File: config.mk
export PLATFORM = sky130hd
export DESIGN_NAME = adder_arbiter
export DESIGN_NICKNAME = d
export VERILOG_FILES = /design/src/rtl/adder_arbiter.sv
export SDC_FILE = /design/constraint.sdc
export NUM_CORES = 1
export LEC_CHECK = 0
export CORE_AREA = 4 4 153 155
export DETAILED_ROUTE_END_ITERATION = 6
export DIE_AREA = 0 0 157 159
export HOLD_SLACK_MARGIN = 0.06
export PLACE_DENSITY = 0.69
export SETUP_SLACK_MARGIN = 0.05
export SLEW_MARGIN = 25
export SYNTH_ARGS = -nofsm -noshare
export SYNTH_HDL_FRONTEND = slang
export SYNTH_SLANG_ARGS = --single-unit
export TNS_END_PERCENT = 5
File: constraint.sdc
create_clock -name clk -period 6.3 [get_ports clk]
set_clock_uncertainty 0.1 [all_clocks]
set_input_delay 1.26 -clock clk [delete_from_list [all_inputs] [get_ports clk]]
set_output_delay 1.26 -clock clk [all_outputs]
set_load 0.01 [all_outputs]
File: src/rtl/adder_arbiter.sv
// Round-robin scheduler that time-shares one external combinational adder among NREQ
// requesters; one operand pair per transaction, sum returned with the requester ID.
module adder_arbiter #(
  parameter  int WIDTH = 32,
  parameter  int NREQ  = 4,
  localparam int IDW   = $clog2(NREQ)
) (
  input  logic                  clk,
  input  logic                  reset,
  input  logic [NREQ-1:0]       req,
  input  logic [NREQ*WIDTH-1:0] a_in,
  input  logic [NREQ*WIDTH-1:0] b_in,
  output logic [NREQ-1:0]       gnt,
  output logic [WIDTH-1:0]      add_a,
  output logic [WIDTH-1:0]      add_b,
  input  logic [WIDTH-1:0]      add_y,
  output logic                  res_valid,
  output logic [IDW-1:0]        res_id,
  output logic [WIDTH-1:0]      res_data,
  input  logic                  res_ready,
  output logic                  busy
);

  typedef enum logic [1:0] {
    S_IDLE,
    S_ADD,
    S_DONE
  } state_t;

  state_t           r_state;
  logic [IDW-1:0]   r_ptr;
  logic [WIDTH-1:0] r_opa;
  logic [WIDTH-1:0] r_opb;
  logic [NREQ-1:0]  r_gnt;
  logic             r_res_valid;
  logic [IDW-1:0]   r_res_id;
  logic [WIDTH-1:0] r_res_data;

  logic             w_found;
  logic [IDW-1:0]   w_win;
  logic [IDW-1:0]   w_ptr_nxt;

  // Scan downward so the lowest offset from r_ptr is the last, and winning, assignment.
  // NOTE: every always_comb output gets a default first so no path leaves it unassigned (no latch).
  always_comb begin : win_select
    int j;
    w_found = 1'b0;
    w_win   = '0;
    j       = 0;
    for (int k = NREQ - 1; k >= 0; k--) begin
      j = int'(r_ptr) + k;
      if (j >= NREQ) j = j - NREQ;
      if (req[j]) begin
        w_found = 1'b1;
        w_win   = IDW'(j);
      end
    end
  end

  assign w_ptr_nxt = (w_win == IDW'(NREQ - 1)) ? '0 : w_win + IDW'(1);

  // NOTE: sequential state uses non-blocking assignments so every register samples pre-edge values.
  // NOTE: operand and result registers are reset too, because add_a/add_b/res_data must read 0 after reset.
  always_ff @(posedge clk or posedge reset) begin
    if (reset) begin
      r_state     <= S_IDLE;
      r_ptr       <= '0;
      r_opa       <= '0;
      r_opb       <= '0;
      r_gnt       <= '0;
      r_res_valid <= 1'b0;
      r_res_id    <= '0;
      r_res_data  <= '0;
    end else begin
      r_gnt <= '0;
      unique case (r_state)
        S_IDLE: begin
          if (w_found) begin
            r_opa    <= a_in[int'(w_win)*WIDTH +: WIDTH];
            r_opb    <= b_in[int'(w_win)*WIDTH +: WIDTH];
            r_res_id <= w_win;
            r_gnt    <= NREQ'(1) << w_win;
            r_ptr    <= w_ptr_nxt;
            r_state  <= S_ADD;
          end
        end
        S_ADD: begin
          r_res_data  <= add_y;
          r_res_valid <= 1'b1;
          r_state     <= S_DONE;
        end
        S_DONE: begin
          if (res_ready) begin
            r_res_valid <= 1'b0;
            r_state     <= S_IDLE;
          end
        end
        default: r_state <= S_IDLE;
      endcase
    end
  end

  assign gnt       = r_gnt;
  assign add_a     = r_opa;
  assign add_b     = r_opb;
  assign res_valid = r_res_valid;
  assign res_id    = r_res_id;
  assign res_data  = r_res_data;
  assign busy      = (r_state != S_IDLE);

endmodule

* Word level (Yosys, flattened, before mapping) *
Cells that the tools add are included.

word-level totals
  register bits = 107
  input port bits = 295

cells by class
  reduce and logical (&&, ||, !) cells = 6
  shift-type cells = 3
  order comparisons = 8
  multiplexer cells = 32
  add/sub/neg operators = 8
  equal/unequal tests = 5

operator list
  operator             count
  $shiftx 128x8->32    2
  $lt 32x4->1 const B  4
  $mux 32              4
  $mux 2               7
  $mux 1               13
  $sub 3x3->4 const B  3
  $ge 3x3->1 const B   3
  $bmux 1 s2           4
  $mux 4               2
  $add 2x2->3 const B  2
  $pmux 2 s3           1
  $reduce_and 2->1     3
  $eq 2x2->1 const B   2
  $ne 2x2->1 const B   2
  $reduce_bool 2->1    2
  $shl 1x2->4 const A  1
  $sub 2x3->4 const B  1
  $add 2x1->3 const B  1
  $ge 2x3->1 const B   1
  $add 2x1->2 const B  1
  $eq 2x1->1 const B   1
  $logic_not 2->1      1
  $pmux 1 s2           1

* Logic depth before layout (Yosys ltp) *
Gate-level depths: netlist (run 1).

  word-level depth = 13
  mapped depth = 10
  mapped depth without buffers = 7

* Least setup slack after synthesis (run 1) *
Ideal clock, no wire load.

  path type = input to register
  start point = input port req[1]
  end point = register r_opa[30] (netlist: add_a[30])
  slack = 3367 ps
  data required time = 6074 ps
  stages = 6
  data arrival time = 2707 ps
  cell sequence = or3b_2 nand2_2 buf_6 buf_6 mux2_4 a221o_1

on the way
  longest elaborated chain between the ends = 8

RTL lines
  what                                                   line  RTL
  start, declared                                        10    input logic [NREQ-1:0] req,
  $bmux 1 s2                                             53    if (req[j]) begin
  $mux 1 (not written as such) (2 in a row)              53
  $mux 2 or $mux 1 (tied branches) (4 in a row)          53
  $shiftx 128x8->32 or $reduce_and 2->1 (tied branches)  --
  end signal, assigned                                   79    r_opa <= a_in[int'(w_win)*WIDTH +: WIDTH];
  end, declared                                          32    logic [WIDTH-1:0] r_opa;

Several ways; a longest one is shown, not always the timed one. The select of a mux whose other input is x is not followed.
A chain may end at the register's enable or synchronous reset.

* Worst setup path after layout (run 1) *
  start point = input port req[3]
  end point = register r_opb[22] (netlist: add_b[22])

on the way
  longest elaborated chain between the ends = 8

RTL lines
  what                                                   line  RTL
  $bmux 1 s2                                             53
  $mux 1 (not written as such) (2 in a row)              53
  $mux 2 or $mux 1 (tied branches) (4 in a row)          53
  $shiftx 128x8->32 or $reduce_and 2->1 (tied branches)  --
  end signal, assigned                                   80    r_opb <= b_in[int'(w_win)*WIDTH +: WIDTH];
  end, declared                                          33    logic [WIDTH-1:0] r_opb;

Several ways; a longest one is shown, not always the timed one. The select of a mux whose other input is x is not followed.

==> run metrics, run 1 <==
number of cell rows=54; wire per inst=21.3 um; prevailing post-synth register cell=dfrtp_1; clk_lat worst skew=around 0.36 ns; Multi-input gate area=3060 um^2; Final Non-Filler Cells=1204; Fmax achieved=~0.26 GHz; Inserted Clock Buffers=9; Nets=1215; GP Congestion=0.811; total gr overflow=0; Via Count=6224; P&R area growth vs syn=75.8%; hpwl dp=roughly 18000 um; # Max-Cap Violations=0; htree depth=3; Register Area=2680 um^2; CP Cell Sequence=clkdlybuf4s50_1 > nor4_1 > or2_2 > buf_4 > nor2_4 > buf_4 > a221o_1; Post-Syn Area per Cell=10.7 um^2; antenna violation net count after detailed routing=0; Worst path most repeated cell=buf_4; largest cells by area after synthesis=dfrtp_1 45%, mux2_2 13%, a221o_1 11%; Die Area=between 20000 and 25000 um^2; postcts setup bufs=0; Power Dens Cells=412 nW/um^2; CP Launch Type=primary input; largest net degree at the start of global routing=between 70 and 80; CTS max path bufs=2; reg2reg start=r_state[1]; Distinct cells, synth=35; Worst path max stage delay=0.71 ns; core area=21800 um^2; largest fanout on the critical path=71; hold path depth=2; YS warnings=0; Peak VDD IR=221 uV; CTS root buf=clkbuf_16; top cell types by occurrence after synthesis=107 x dfrtp_1, 69 x a21oi_1, 69 x mux2_2, 65 x o21ai_0; Yosys top cell area share=0.448; RSZ-0062 raised after global routing=no; Yosys reg bits=107; worst slew pin tran=0.985 ns; syn_nets=~860; Worst R2R End=add_b[22]; DRC=0; Critical Path AT=3.99 ns; Max-slew headroom=0.342; cell with the most instances after synthesis=dfrtp_1; Setup crit end kind=flip-flop; first-pass GRT wire length=between 30000 and 40000 um; R2R Setup Slk=3.52 ns; TritonCTS clock tree=done; Post-synth EDFFs=0; hold buffers post-CTS=0; initial antenna violation count=0; clock transition at the registers of the reported paths=0.07 ns; total wire length=25600 um; PortBufs=398; Min-Delay Path Class=flip-flop to flip-flop; fin. max-slew vios=0; Yosys top cell by area=dfrtp_1; final setup fails=0; # IOs=about 400; Critical Path Slowest Stage Cell=buf_4; Die Ht=159 um; cts repair resizes=0; Final Hold Violating Endpoints=0; placed instance count=1188; layout cells sized above 1=0.144; period utilization=0.613; Mapped Area=5980 um^2; Antenna Cells=0; FFs w/ async S/R, synth=1.00; CP Class=primary input to flip-flop; hold endpoint=res_id[1]; Via density=between 5 and 6; HP Start=res_id[1]; Data required, critical path=between 6 and 7 ns; R2R cell count=6; CTS sink cnt=approximately 110; Cells after Synth=around 560; initial core utilization=0.274; cell leakage power=4.15 nW; fillers=2069; Tmin final=3.86 ns; Setup TNS Final=0 ns; register area share after synthesis=0.448; GR Util All Layers=0.193; outcome=complete, no violations; width of the die=157 um; vias in the first global route=6317; Initial DRC Count=about 260; Initial DRT Pass Iterations=4
-- cells by family (layout without fill, tap and decap cells) --
kind of cell / Yosys count / count (layout) / share of synthesized area
mux: 97 / 97 / 0.199
fa+ha+maj: 1 / 1 / 0.00209
compound gates: 204 / 204 / 0.229
simple gates: 86 / 86 / 0.0733
buf+inv: 64 / 429 / 0.0494
flops: 107 / 107 / 0.448
-- layout make-up --
cell class	instances	area share
clock inverters	7	0.00869
clock buffers	9	0.0214
multi-input cells	388	0.291
well taps	280	0.0333
flip-flops and latches	107	0.255
inverters	5	0.00226
repair buffers	408	0.388
-- critical path, delay by kind of cell --
family | cells | cell delay, ns
buf+inv | 3 | 1.66
simple gates | 3 | 0.61
compound gates | 1 | 0.39
-- metrics by stage --
step           hold slack, ns  setup slack (ns)  power (mW)   util  cell area [um^2]
2_1_floorplan           0.368              2.12        2.53      -              5980
3_3_place_gp            0.360              2.02        3.70  0.465             10200
3_5_place_dp            0.362              2.06        3.74  0.467             10200
4_1_cts                 0.381              2.46        4.38  0.481             10500
5_1_grt                 0.411              2.28        4.57  0.482             10500
6_report                0.377              2.44        4.33  0.482             10500
-- power by group --
| part | total [mW] | internal, mW | switching [mW] | leakage [nW] |
|---|---|---|---|---|
| combinational | 2.47 | 1.35 | 1.12 | 2.70 |
| sequential | 1.23 | 1.03 | 0.204 | 1.30 |
| clock | 0.617 | 0.319 | 0.298 | 0.151 |
-- layout by cell type, fill, tap and decap left out, types with 2 or more instances in the layout --
cell type / n
a21oi_1: 69
a221o_1: 64
buf_4: 9
clkbuf_16: 9
clkdlybuf4s50_1: 398
dfrtp_1: 107
inv_1: 3
inv_6: 3
mux2_2: 69
mux2_4: 26
nand2_1: 7
nand3_1: 64
nor2_1: 2
nor3_1: 2
o21ai_0: 65
or2_2: 2
-- worst max path at each step --
stage                       from   endpoint  slack [ns]  cells after the start
final                     req[3]  add_b[22]        2.44                      7
after global routing      req[3]  add_b[23]        2.28                      7
after CTS                 req[3]  add_a[23]        2.46                      7
after detailed placement  req[3]  add_a[23]        2.06                      7
after global placement    req[3]  add_a[23]        2.02                      7
after floorplan            reset   add_a[0]        2.12                      1
-- routing by layer --
layer,share of wire,vias to the layer above,track usage
met5,0,-,0
met4,0.032,0,0.0706
met3,0.094,51,0.0530
met2,0.49,326,0.337
met1,0.38,2984,0.223
li1,-,2863,-
-- state kept, by name (all words and copies together), names as in the netlist --
| register | count |
|---|---|
| gnt | 4 |
| add_b | 32 |
| res_data | 32 |
| r_state | 2 |
| r_ptr | 2 |
| res_valid | 1 |
| res_id | 2 |
| add_a | 32 |
(Power assumes the default switching activity.)
==> run 2, diff against run 1 <==
--- a/config.mk
+++ b/config.mk
@@ -9,7 +9,7 @@
 export DETAILED_ROUTE_END_ITERATION = 6
 export DIE_AREA = 0 0 157 159
 export HOLD_SLACK_MARGIN = 0.06
-export PLACE_DENSITY = 0.69
+export PLACE_DENSITY = 0.71
 export SETUP_SLACK_MARGIN = 0.05
 export SLEW_MARGIN = 25
 export SYNTH_ARGS = -nofsm -noshare
==> constraint.sdc (replaced) <==
create_clock -name clk -period 3.55 [get_ports clk]
set_clock_uncertainty 0.1 [all_clocks]
set_input_delay 0.71 -clock clk [delete_from_list [all_inputs] [get_ports clk]]
set_output_delay 0.71 -clock clk [all_outputs]
set_load 0.01 [all_outputs]
==> run 2 against run 1 <==
Against the previous run:
- via count is 0.37% higher
- critical path type unchanged
- cell count is 0.58% higher
- critical endpoint is now add_a[18]
- largest power group unchanged
- global-route usage up 0.14 points
==> run metrics, run 2 (synthesis results as in run 1) <==
# IOs=399 (unchanged); Worst path max stage delay=0.67 ns (-0.04 ns); CP Class=primary input to flip-flop; CTS sink cnt=107 (unchanged); outcome=complete, no violations; Max-slew headroom=0.360 (+0.0179); Psw=2.90 mW (+78%); Setup TNS Final=0 ns (unchanged); Net Sw Frac=0.378 (+0.00261); Internal=4.77 mW (+76%); GR Util All Layers=0.194 (+0.00144); Clock Power Share=0.135 (-0.008); cts repair resizes=0 (unchanged); CTS max path bufs=2 (unchanged); core area=21800 um^2 (unchanged); met1 usage=0.225 (+0.00147); RSZ-0062 raised after global routing=no; placed cell area=10300 um^2 (+0.61%); P&R area growth vs syn=76.6%; commonest cells after routing, fill and taps aside=398 x clkdlybuf4s50_1, 107 x dfrtp_1, 69 x a21oi_1, 69 x mux2_2, 65 x o21ai_0; cell leakage power=4.18 nW (+0.67%); layout cells sized above 1=0.150 (+0.00644); Tmin final=2.83 ns; largest fanout on the critical path=28 (-61%); htree depth=3 (unchanged); CP Cell Sequence=clkdlybuf4s50_1 > a21boi_1 > o22ai_4 > buf_4 > o21ai_0 > a21oi_1 > a221o_1; sequential fraction of design power=0.286 (about the same); Die Area=25000 um^2 (unchanged); total wire length=25700 um (+0.24%); Initial DRC Count=308 (+18%); initial antenna violation count=0 (unchanged); Via density=5.16 (-0.21%); # Max-Cap Violations=0 (unchanged); PortBufs=398 (unchanged); total gr overflow=0 (unchanged); Nets=1222 (+0.58%); Via Count=6247 (+0.37%); postcts setup bufs=0 (unchanged); hpwl dp=18700 um (+2.5%); Critical Path AT=3.03 ns (-0.96 ns); CTS root buf=clkbuf_16; period utilization=0.798; most common cell after layout, fill and taps aside=clkdlybuf4s50_1; width of the die=157 um (unchanged); fin. max-slew vios=0 (unchanged); Initial DRT Pass Iterations=4 (unchanged); antenna violation net count after detailed routing=0 (unchanged); Power Dens Cells=726 nW/um^2 (+76%); vias in the first global route=6574 (+4.1%); number of cell rows=54 (unchanged); Fmax achieved=about 0.35 GHz; CP Launch Type=primary input; Critical Path Slowest Stage Cell=o22ai_4; Final Hold Violating Endpoints=0 (unchanged); Comb pwr share=0.579 (+0.007); Peak VDD IR=298 uV (+35%); GR peak layer=met2; wire per inst=21.2 um (-0.34%); GP Congestion=0.820 (+1.1%); M2 GR Usage=0.343 (+0.00585); GR Layer Usage met3=0.0527 (-0.000272); hold buffers post-CTS=0 (unchanged); first-pass GRT wire length=37700 um (+0.35%); DRC=0 (unchanged); Min-Delay Path Class=flip-flop to flip-flop; Die Ht=159 um (unchanged); clock transition at the registers of the reported paths=0.08 ns (about the same); initial core utilization=0.274 (unchanged); final setup fails=0 (unchanged); TritonCTS clock tree=done; largest net degree at the start of global routing=108 (+46%); clk_lat worst skew=0.35 ns (about the same); Inserted Clock Buffers=9 (unchanged); post-route design area=10600 um^2 (+0.46%); worst slew pin tran=0.958 ns (-0.0268 ns); Data required, critical path=3.75 ns (-2.68 ns); Antenna Cells=0 (unchanged); Setup crit end kind=flip-flop
-- run 2: changes by cell type in the layout (fill, tap and decap cells not counted), sizes merged --
cell,before,now
bufinv,1,0
inv,8,7
clkinv,2,3
buf,10,17
clkinvlp,1,2
-- run 2: metrics by stage --
stage | util | setup slack (ns) | total power [mW] | hold slack [ns] | std cells
after floorplan | - | 1.17 | 4.49 | 0.368 | 559
after global placement | 0.470 | 0.349 | 6.62 | 0.360 | 1195
after detailed placement | 0.470 | 0.333 | 6.68 | 0.371 | 1195
after CTS | 0.484 | 0.732 | 7.76 | 0.392 | 1211
after global routing | 0.484 | 0.597 | 8.14 | 0.425 | 1211
final | 0.484 | 0.718 | 7.67 | 0.387 | 1211
-- run 2: layout make-up --
cell class,count,area [um^2]
multi-input cells,388,3050
well taps,280,350
fillers,2024,11300
inverters,5,22.5
clock inverters,7,80.1
flip-flops and latches,107,2680
repair buffers,415,4150
clock buffers,9,225
-- run 2: worst max-delay path: cells and delay by family --
family / cells / cell delay (ns)
AO/OA/AOI/OAI: 5 / 1.39
buffers and inverters: 2 / 0.91
-- run 2: power groups by stage --
stage | logic, mW | clock network [mW] | registers [mW]
after CTS | 4.48 | 1.09 | 2.19
after global routing | 4.75 | 1.13 | 2.26
after detailed placement | 4.48 | 0 | 2.20
final | 4.44 | 1.03 | 2.19
after floorplan | 2.08 | 0 | 2.41
after global placement | 4.42 | 0 | 2.20
-- run 2: path summary, 6_finish.rpt --
path	start	end	slack, ns	cells past startpoint
max	req[1]	add_a[18]	0.72	7
min	res_id[1]	res_id[1]	0.39	2
max reg2reg	r_ptr[1]	add_a[18]	1.05	6
min reg2reg	res_id[1]	res_id[1]	0.39	2
max in group asynchronous	reset	add_b[18]	2.08	3
min in group asynchronous	reset	res_data[9]	0.74	3
-- run 2: routing by layer --
layer / wire length [um] / up-vias
li1: - / 2875
met5: 0 / -
met3: 2290 / 40
met4: 712 / 0
met1: 9870 / 3008
met2: 12800 / 324
==> run 3, diff against run 2 <==
==> constraint.sdc (replaced) <==
create_clock -name clk -period 2.4 [get_ports clk]
set_clock_uncertainty 0.1 [all_clocks]
set_input_delay 0.48 -clock clk [delete_from_list [all_inputs] [get_ports clk]]
set_output_delay 0.48 -clock clk [all_outputs]
set_load 0.01 [all_outputs]
==> run 3 against run 2 <==
Against the previous run:
- via count increased by 2.4%
- total power increased by 55%
- count of clock-buffer cells in the layout unchanged
- register-to-register slack got worse by 0.89 ns
- final area increased by 3.6%
- global-route usage increased by 0.12 points
- setup slack got worse by 0.65 ns
- cell count increased by 1.9%
- sequential cell count unchanged
- sequential share of layout area decreased by 0.88 points
==> run metrics, run 3 (synthesis results as in run 1) <==
Critical Path AT=2.48 ns (-0.55 ns); fillers=1992 (-1.6%); # IOs=399 (unchanged); period utilization=0.971; CTS max path bufs=2 (unchanged); htree depth=3 (unchanged); Initial DRC Count=426 (+38%); number of cell rows=54 (unchanged); Place WS=-0.360 ns (-0.693 ns); Initial DRT Pass Iterations=5 (+1); PortBufs=398 (unchanged); Via density=5.18 (+0.45%); GR Util All Layers=0.195 (+0.00118); final setup fails=0 (unchanged); TritonCTS clock tree=done; R2R Setup Slk=0.16 ns (-0.89 ns); CTS sink cnt=107 (unchanged); vias in the first global route=6796 (+3.4%); reg2reg start=r_ptr[1]; initial antenna violation count=0 (unchanged); clock transition at the registers of the reported paths=0.09 ns (about the same); worst slew pin tran=0.851 ns (-0.107 ns); hold buffers post-CTS=0 (unchanged); Tmin final=2.33 ns; Peak VDD IR=473 uV (+59%); Setup crit end kind=flip-flop; CP Class=primary input to flip-flop; cell leakage power=4.36 nW (+4.4%); largest net degree at the start of global routing=65 (-40%); commonest cells after routing, fill and taps aside=398 x clkdlybuf4s50_1, 107 x dfrtp_1, 69 x a21oi_1, 69 x mux2_2, 65 x o21ai_0; layout cells sized above 1=0.170 (+0.0196); Fmax achieved=0.429 GHz; R2R cell count=7 (+1); Inserted Clock Buffers=9 (unchanged); Power Dens Cells=1090 nW/um^2 (+50%); Die Ht=159 um (unchanged); total wire length=26500 um (+3.0%); Min-Delay Path Class=primary input to asynchronous set/reset pin; CP Launch Type=primary input; Nets=1244 (+1.8%); Worst R2R End=add_b[16]; outcome=complete, no violations; most common cell after layout, fill and taps aside=clkdlybuf4s50_1; Max-slew headroom=0.433 (+0.0725); DRC=0 (unchanged); wire per inst=21.4 um (+1.1%); total gr overflow=0 (unchanged); Register Area=2680 um^2 (unchanged); Worst Slack Setup Final=0.0701 ns (-0.648 ns); antenna violation net count after detailed routing=0 (unchanged); width of the die=157 um (unchanged); initial core utilization=0.274 (unchanged); Final Hold Violating Endpoints=0 (unchanged); # Max-Cap Violations=0 (unchanged); RSZ-0062 raised after global routing=yes; core area=21800 um^2 (unchanged); Via Count=6394 (+2.4%); clk_lat worst skew=0.36 ns (about the same); CTS root buf=clkbuf_16; GP Congestion=0.857 (+4.6%); total power=11.9 mW (+55%); largest fanout on the critical path=16 (-43%); hpwl dp=19200 um (+2.6%); first-pass GRT wire length=38000 um (+0.97%); Data required, critical path=2.55 ns (-1.20 ns); Die Area=25000 um^2 (unchanged); Multi-input gate area=3060 um^2 (+0.37%); P&R area growth vs syn=82.9%; final hold slack=0.330 ns (-0.0570 ns); fin. max-slew vios=0 (unchanged)
-- run 3: cell count changes in the layout (fill, tap and decap cells not counted) --
| cell | before | now |
|---|---|---|
| inv_6 | 1 | 2 |
| clkbuf_16 | 9 | 11 |
| buf_12 | 3 | 13 |
| or3b_4 | 0 | 1 |
| clkinv_4 | 1 | 0 |
| nand2_4 | 1 | 0 |
| buf_16 | 0 | 2 |
| nand2_8 | 0 | 1 |
| or3b_2 | 1 | 0 |
| diode_2 | 0 | 1 |
| buf_4 | 14 | 22 |
-- run 3: through the flow --
stage	cell area, um^2	setup TNS, ns	util	instances
finish	10900	0	0.501	1234
global route	10900	0	0.501	1233
CTS	10900	0	0.498	1231
detailed placement	10600	-20.38	0.484	1215
global placement	10600	-19.21	0.484	1215
floorplan	5980	0	-	559
-- run 3: report_power, final --
group          internal [mW]  total (mW)  switching (mW)
sequential              2.71        3.22           0.518
clock                  0.747        1.56           0.810
combinational           3.99        7.11            3.12
-- run 3: worst max-delay path, stage by stage --
cell and delay, ns:
clkdlybuf4s50_1 0.47, buf_4 0.11, mux2i_1 0.08, o22a_2 0.29
nand2_8 0.14, clkbuf_16 0.22, mux2_2 0.35, a221o_1 0.33
-- run 3: timing repair --
item | CTS | global route
endpoints found under the setup margin | 4 | 47
resized for setup | 1 | 3
endpoints found under the hold margin | 0 | 0
cloned | 0 | 2
setup buffers | 0 | 0
-- run 3: per-layer routing --
layer,wire length [um],global-route usage,share of wire
met1,10200,0.221,0.39
met2,13000,0.344,0.49
met3,2350,0.0533,0.089
met4,892,0.0797,0.034
met5,0,0,0
-- run 3: how the worst max path moves through the flow --
stage               cells after the start  slack [ns]        end     start
global placement                        6       -0.34  add_b[19]    req[2]
finish                                  8        0.07  add_a[17]    req[2]
detailed placement                      6       -0.36  add_b[19]    req[2]
CTS                                     6        0.04  add_b[21]    req[2]
global route                            8       0.006  add_b[28]    req[2]
floorplan                               7        0.22  add_a[30]  r_ptr[1]
-- run 3: area by class of cell --
| cell class | count | area share |
|---|---|---|
| Clock inverter | 7 | 0.00732 |
| Inverter | 5 | 0.00206 |
| Multi-Input combinational cell | 388 | 0.280 |
| Timing Repair Buffer | 437 | 0.413 |
| Clock buffer | 9 | 0.0206 |
| Antenna cell | 1 | 0.000229 |
| Tap cell | 280 | 0.0320 |
| Sequential cell | 107 | 0.245 |
